[config.mk]
export PLATFORM = sky130hd
export DESIGN_NAME = pipe_shifter
export DESIGN_NICKNAME = d
export VERILOG_FILES = /design/src/rtl/pipe_shifter.sv
export SDC_FILE = /design/constraint.sdc
export NUM_CORES = 1
export LEC_CHECK = 0
export BUFFER_PORTS_ARGS = -buffer_cell sky130_fd_sc_hd__buf_4
export CORE_UTILIZATION = 55
export CTS_CLUSTER_DIAMETER = 120
export DETAILED_ROUTE_END_ITERATION = 16
export HOLD_SLACK_MARGIN = 0.06
export PLACE_DENSITY = 0.74
export SYNTH_ARGS = -nofsm -noshare
export SYNTH_HDL_FRONTEND = slang
export SYNTH_SLANG_ARGS = --single-unit
[constraint.sdc]
create_clock -name clock -period 11.4 [get_ports clock]
set_input_delay 1.14 -clock clock [delete_from_list [all_inputs] [get_ports clock]]
set_output_delay 1.14 -clock clock [all_outputs]
set_load 0.05 [all_outputs]
[src/rtl/pipe_shifter.sv]
// rtl/pipe_shifter.sv - log2(WIDTH)-stage pipelined barrel shifter (SLL/SRL/SRA/ROR)
// with a valid/ready handshake on both ports and a whole-pipe stall.
module pipe_shifter #(
  parameter int WIDTH = 32,
  parameter int AW    = $clog2(WIDTH)
) (
  input  logic             clock,
  input  logic             reset,
  input  logic             in_valid,
  output logic             in_ready,
  input  logic [WIDTH-1:0] in_data,
  input  logic [AW-1:0]    in_amt,
  input  logic [1:0]       in_op,
  output logic             out_valid,
  input  logic             out_ready,
  output logic [WIDTH-1:0] out_data,
  output logic             out_zero
);

  localparam int L = AW;

  localparam logic [1:0] OP_SLL = 2'b00;
  localparam logic [1:0] OP_SRL = 2'b01;
  localparam logic [1:0] OP_SRA = 2'b10;

  logic [WIDTH-1:0] data_q  [L];
  logic [WIDTH-1:0] data_d  [L];
  logic             valid_q [L];
  logic             valid_d [L];
  logic [1:0]       op_q    [L-1];
  logic [1:0]       op_d    [L-1];
  logic             fill_q  [L-1];
  logic             fill_d  [L-1];
  logic [AW-1:0]    amt_q   [L-1];
  logic [AW-1:0]    amt_d   [L-1];
  logic             out_zero_q;

  logic stall;
  logic accept;
  logic in_fill;

  assign stall    = valid_q[L-1] & ~out_ready;
  assign in_ready = ~stall;
  assign accept   = in_valid & in_ready;
  // Fill is latched once so later stages never re-derive it from shifted data.
  assign in_fill  = (in_op == OP_SRA) & in_data[WIDTH-1];

  function automatic logic [WIDTH-1:0] shift_by(
    input logic [WIDTH-1:0] d,
    input logic [1:0]       op,
    input logic             fill,
    input int               k
  );
    logic [WIDTH-1:0] mask;
    mask = ~({WIDTH{1'b1}} >> k);
    case (op)
      OP_SLL:  shift_by = d << k;
      OP_SRL:  shift_by = d >> k;
      OP_SRA:  shift_by = (d >> k) | (fill ? mask : '0);
      default: shift_by = (d >> k) | (d << (WIDTH - k));
    endcase
  endfunction

  for (genvar s = 0; s < L; s++) begin : g_stage
    localparam int K = 1 << (L - 1 - s);

    logic [WIDTH-1:0] src_data;
    logic [1:0]       src_op;
    logic             src_fill;
    logic             src_bit;
    logic             src_valid;

    if (s == 0) begin : g_head
      assign src_data  = in_data;
      assign src_op    = in_op;
      assign src_fill  = in_fill;
      assign src_bit   = in_amt[L-1];
      assign src_valid = accept;
      assign amt_d[0]  = in_amt;
    end else begin : g_tail
      assign src_data  = data_q[s-1];
      assign src_op    = op_q[s-1];
      assign src_fill  = fill_q[s-1];
      assign src_bit   = amt_q[s-1][L-1-s];
      assign src_valid = valid_q[s-1];
      if (s < L - 1) begin : g_amt
        assign amt_d[s] = amt_q[s-1];
      end
    end

    assign data_d[s]  = src_bit ? shift_by(src_data, src_op, src_fill, K) : src_data;
    assign valid_d[s] = src_valid;

    if (s < L - 1) begin : g_ctrl
      assign op_d[s]   = src_op;
      assign fill_d[s] = src_fill;
    end
  end

  always_ff @(posedge clock or posedge reset) begin
    if (reset) begin
      for (int i = 0; i < L; i++) begin
        data_q[i]  <= '0;
        valid_q[i] <= 1'b0;
      end
      for (int i = 0; i < L - 1; i++) begin
        op_q[i]   <= '0;
        fill_q[i] <= 1'b0;
        amt_q[i]  <= '0;
      end
      out_zero_q <= 1'b1;
    end else if (!stall) begin
      for (int i = 0; i < L; i++) begin
        data_q[i]  <= data_d[i];
        valid_q[i] <= valid_d[i];
      end
      for (int i = 0; i < L - 1; i++) begin
        op_q[i]   <= op_d[i];
        fill_q[i] <= fill_d[i];
        amt_q[i]  <= amt_d[i];
      end
      out_zero_q <= ~|data_d[L-1];
    end
  end

  assign out_valid = valid_q[L-1];
  assign out_data  = data_q[L-1];
  assign out_zero  = out_zero_q;

endmodule

# After elaboration in Yosys (flattened, before gate mapping)
# Cells that the tools add are included.
# op_classes
eq_ne,10
mux,15
bitwise,15
reduce_logical,7
# op_table
op,n
one-hot mux 32 bit (3 select lines),5
two-way mux 32 bit,10
OR 16 x 32 -> 32 bit,2
OR 24 x 32 -> 32 bit,2
OR 28 x 32 -> 32 bit,2
OR 30 x 32 -> 32 bit,2
OR 31 x 32 -> 32 bit,2
OR reduction 32 bit,1
equality test 2 x 1 -> 1 bit (second input constant),5
equality test 2 bit (second input constant),5
zero test 2 bit,5
bitwise AND 1 bit,3
NOT 1 bit,2
zero test 1 bit,1
# word_totals
register_bits,188
input_bits,43
output_inout_bits,35
elab_cells,70

# Logic depth before layout (Yosys ltp)
# logic_depth
depth_word,6
depth_mapped,8
mapped_depth_nobuf,5

# Least setup slack after synthesis
# OpenSTA, ideal clock, no wires.
# synth_path
path_kind,input -> output
from,input port out_ready
to,output port in_ready
t_arrival_ns,2.399
slack_ns,7.861
cell_stages,5
cell_sequence,nor2b_1 -> buf_2 -> clkinv_1 -> clkbuf_1 -> clkbuf_1
# synth_between
elab_chain_cells,3
# synth_rtl
element,line,rtl
from (decl),15,"input logic out_ready,"
NOT 1 bit,42,assign stall = valid_q[L-1] & ~out_ready;
bitwise AND 1 bit,42,
NOT 1 bit,43,assign in_ready = ~stall;
to (decl),10,"output logic in_ready,"
# No other way between the ends.

# Worst setup path after layout
# Ends and elaborated chain as after synthesis.

==> qor.yml <==
status: "finished, violations left"
violations: "design-rule violations"
top_level_ports: 78
crit_required_ps: 10260
hold_viol_final: 0
layout_common_cells: "nand2_1, dfrtp_1, o21ai_0"
grt_first_pass_wirelength_um: 40570
yosysTopAreaCell: "dfrtp_1"
fp.dieH_um: 138.5
grt_setup_unrepaired: "false"
syn_inst: 1318
coreArea_um2: 18090
crit_fanout: 83
numClockSinks: 188
port_buffers: 77
period_share: 0.3162
ys.flop_type: "dfrtp_1"
synth_top_cell_area_share: 0.4569
cts_made_buffers: 17
final.setup.tns_ps: 0
cts-hold-fix-buffers: 0
p_per_area_nw_per_um2: 306.5
grt_start_max_net_pins: 124
grt.overflow.total: 0
multi_input_area_um2: 5065
critPathCaptureType: "primary output"
layout_commonest_cell: "nand2_1"
drtIter0Drc: 660
num_rows: 49
clk_latency_ps: 440
yosys.area_share.adder: 0
ys.warnings.count: 0
grt_antenna_before_repair: 0
critPathArrivalTime_ps: 2460
ys_seq_elements: 188
synthMuxAreaShare: 0.01026
cpPeakStageDelay_ps: 610
slew_viol_final: 0
synthTopCellsByArea: "dfrtp_1, nand2_1, o21ai_0"
fin_crit_ps: 3604
drive_gt1_frac: 0.1155
start_kind: "input pin"
synth_edf_count: 0
hold_ws_ps: 466.3
syn-num-nets: 1361
criticalPathCategory: "input pin to primary output"
syn_to_final_growth_pct: 10.81
clock.fmax_mhz: 277.4
vias_per_cell: 5.755
dp_hpwl_um: 16930
grt_pass1_vias: 7826
antenna_cells: 0
drtAntennaViolNets: 0
vias: 8944
die_w_um: 138.5
ys_types: 44
slew_headroom: 0.3212
initial_core_util: 0.5663
hold_class: "flop to flop"
cts.path.max_buffers: 2
crit_chain: "buf_4 > nor2b_4 > buf_4 > clkinv_1 > buf_4"
drt-total-wl_um: 24550
setup_violations: 0
maxCapViolCount: 0
cpMostUsedCell: "buf_4"
fillCellCount: 1590
firstDrtPassIters: 11
ys_seq_area_frac: 0.4594
cts_setup_buffers: 0
wl_per_cell_um: 15.80
synth_async_sr_flop_share: 1.000
p_leak_uw: 0.005138
gp_congestion: 0.8688
synth_area_um2: 10240
drc: 8
syn_area_per_cell_um2: 7.771
root_buffer: "clkbuf_16"
dieArea_um2: 19170
nNetsFinal: 1355
synth-simple-area-share: 0.2640
worst_slew_pin_slew_ps: 1014
path_clk_slew_ps: 70
finalClockSkew_ps: 8.625
cts_tree: "done"
grtUsageTotal: 0.2654
synth_compound_area_frac: 0.2187
worst_path_max_delay_cell: "buf_4"
regArea_um2: 4707
synth_top_family_by_area: "simple AND/OR/NAND/NOR gates"
ctsHtreeMaxLevel: 4
max-vdd-ir-drop_uv: 149.2
cts-resized-gates: 0
synth-xor-area-share: 0.0008551
per-layer routing:
metal  global-route usage  wire length, um  share of wire  vias to the layer above
li1                     -                -              -                     4502
met1               0.3443            10750           0.44                     4158
met2               0.4432            11990           0.49                      232
met3              0.03949              974          0.040                       52
met4               0.1177              833          0.034                        0
met5                    0                0              0                        -
cells by family after synthesis:
group | after synthesis
buffers and inverters | 121
XOR/XNOR | 1
AND/OR/NAND/NOR | 636
AO/OA/AOI/OAI | 363
multiplexers | 9
flip-flops | 188
worst max-delay path: cells and delay by family:
kind,cells,cell delay (ps)
buffers and inverters,4,1190
and+or+nand+nor,1,90
cells in the mapped netlist, types with 4 or more instances:
library cell / number
buf_1: 15
o21bai_1: 4
a22oi_1: 29
clkbuf_1: 90
nor2_1: 66
dfrtp_1: 187
a211oi_1: 29
nand3_1: 69
buf_2: 8
or3_1: 9
or3b_2: 13
o211ai_1: 5
nand2_1: 425
or2_2: 5
a21o_1: 41
inv_1: 5
a31oi_1: 43
mux2_2: 8
nand2b_1: 6
nor2b_1: 32
o21ai_0: 182
a311oi_1: 12
stage by stage:
step / setup slack (ps) / instance area (um^2) / instances / total power [uW] / util
5_1_grt: 7715 / 11350 / 1554 / 3744 / 0.6275
4_1_cts: 7815 / 11350 / 1554 / 3486 / 0.6275
2_1_floorplan: 5148 / 10240 / 1318 / 2457 / -
3_3_place_gp: 7832 / 10760 / 1522 / 2846 / 0.5952
3_5_place_dp: 7817 / 10760 / 1522 / 2895 / 0.5952
6_report: 7796 / 11350 / 1554 / 3478 / 0.6275
cell type report:
class                   instances  share of cell area
multi-input cells            1009              0.4463
flip-flops and latches        188              0.4147
repair buffers                 90             0.05953
clock buffers                  20             0.03936
well taps                     229             0.02525
clock inverters                12             0.01224
inverters                       6            0.002646
power breakdown:
group          total, uW  leakage, uW  internal, uW  switching, uW
registers           1320      0.00229           974            351
logic               1560      0.00258           570            993
clock network        591     0.000273           330            260
registers in the layout (all words and copies together) (netlist names):
register,count
amt_d,9
g_stage.src_valid,4
out_zero,1
g_stage.src_data,128
g_stage.src_op,8
amt_q,1
out_valid,1
out_data,32
g_stage.src_fill,4
worst paths after layout:
check	startpoint	end	cells past startpoint	slack [ps]
worst max-delay path	out_ready	in_ready	5	7800
worst min-delay path	g_stage[4].src_valid	out_valid	1	470
worst max register to register	g_stage[4].src_op[0]	out_zero	5	8670
worst min register to register	g_stage[4].src_valid	out_valid	1	470
max in group asynchronous	reset	amt_q[0]	3	9110
min in group asynchronous	reset	g_stage[3].src_data[13]	2	810
(Power assumes the default switching activity.)
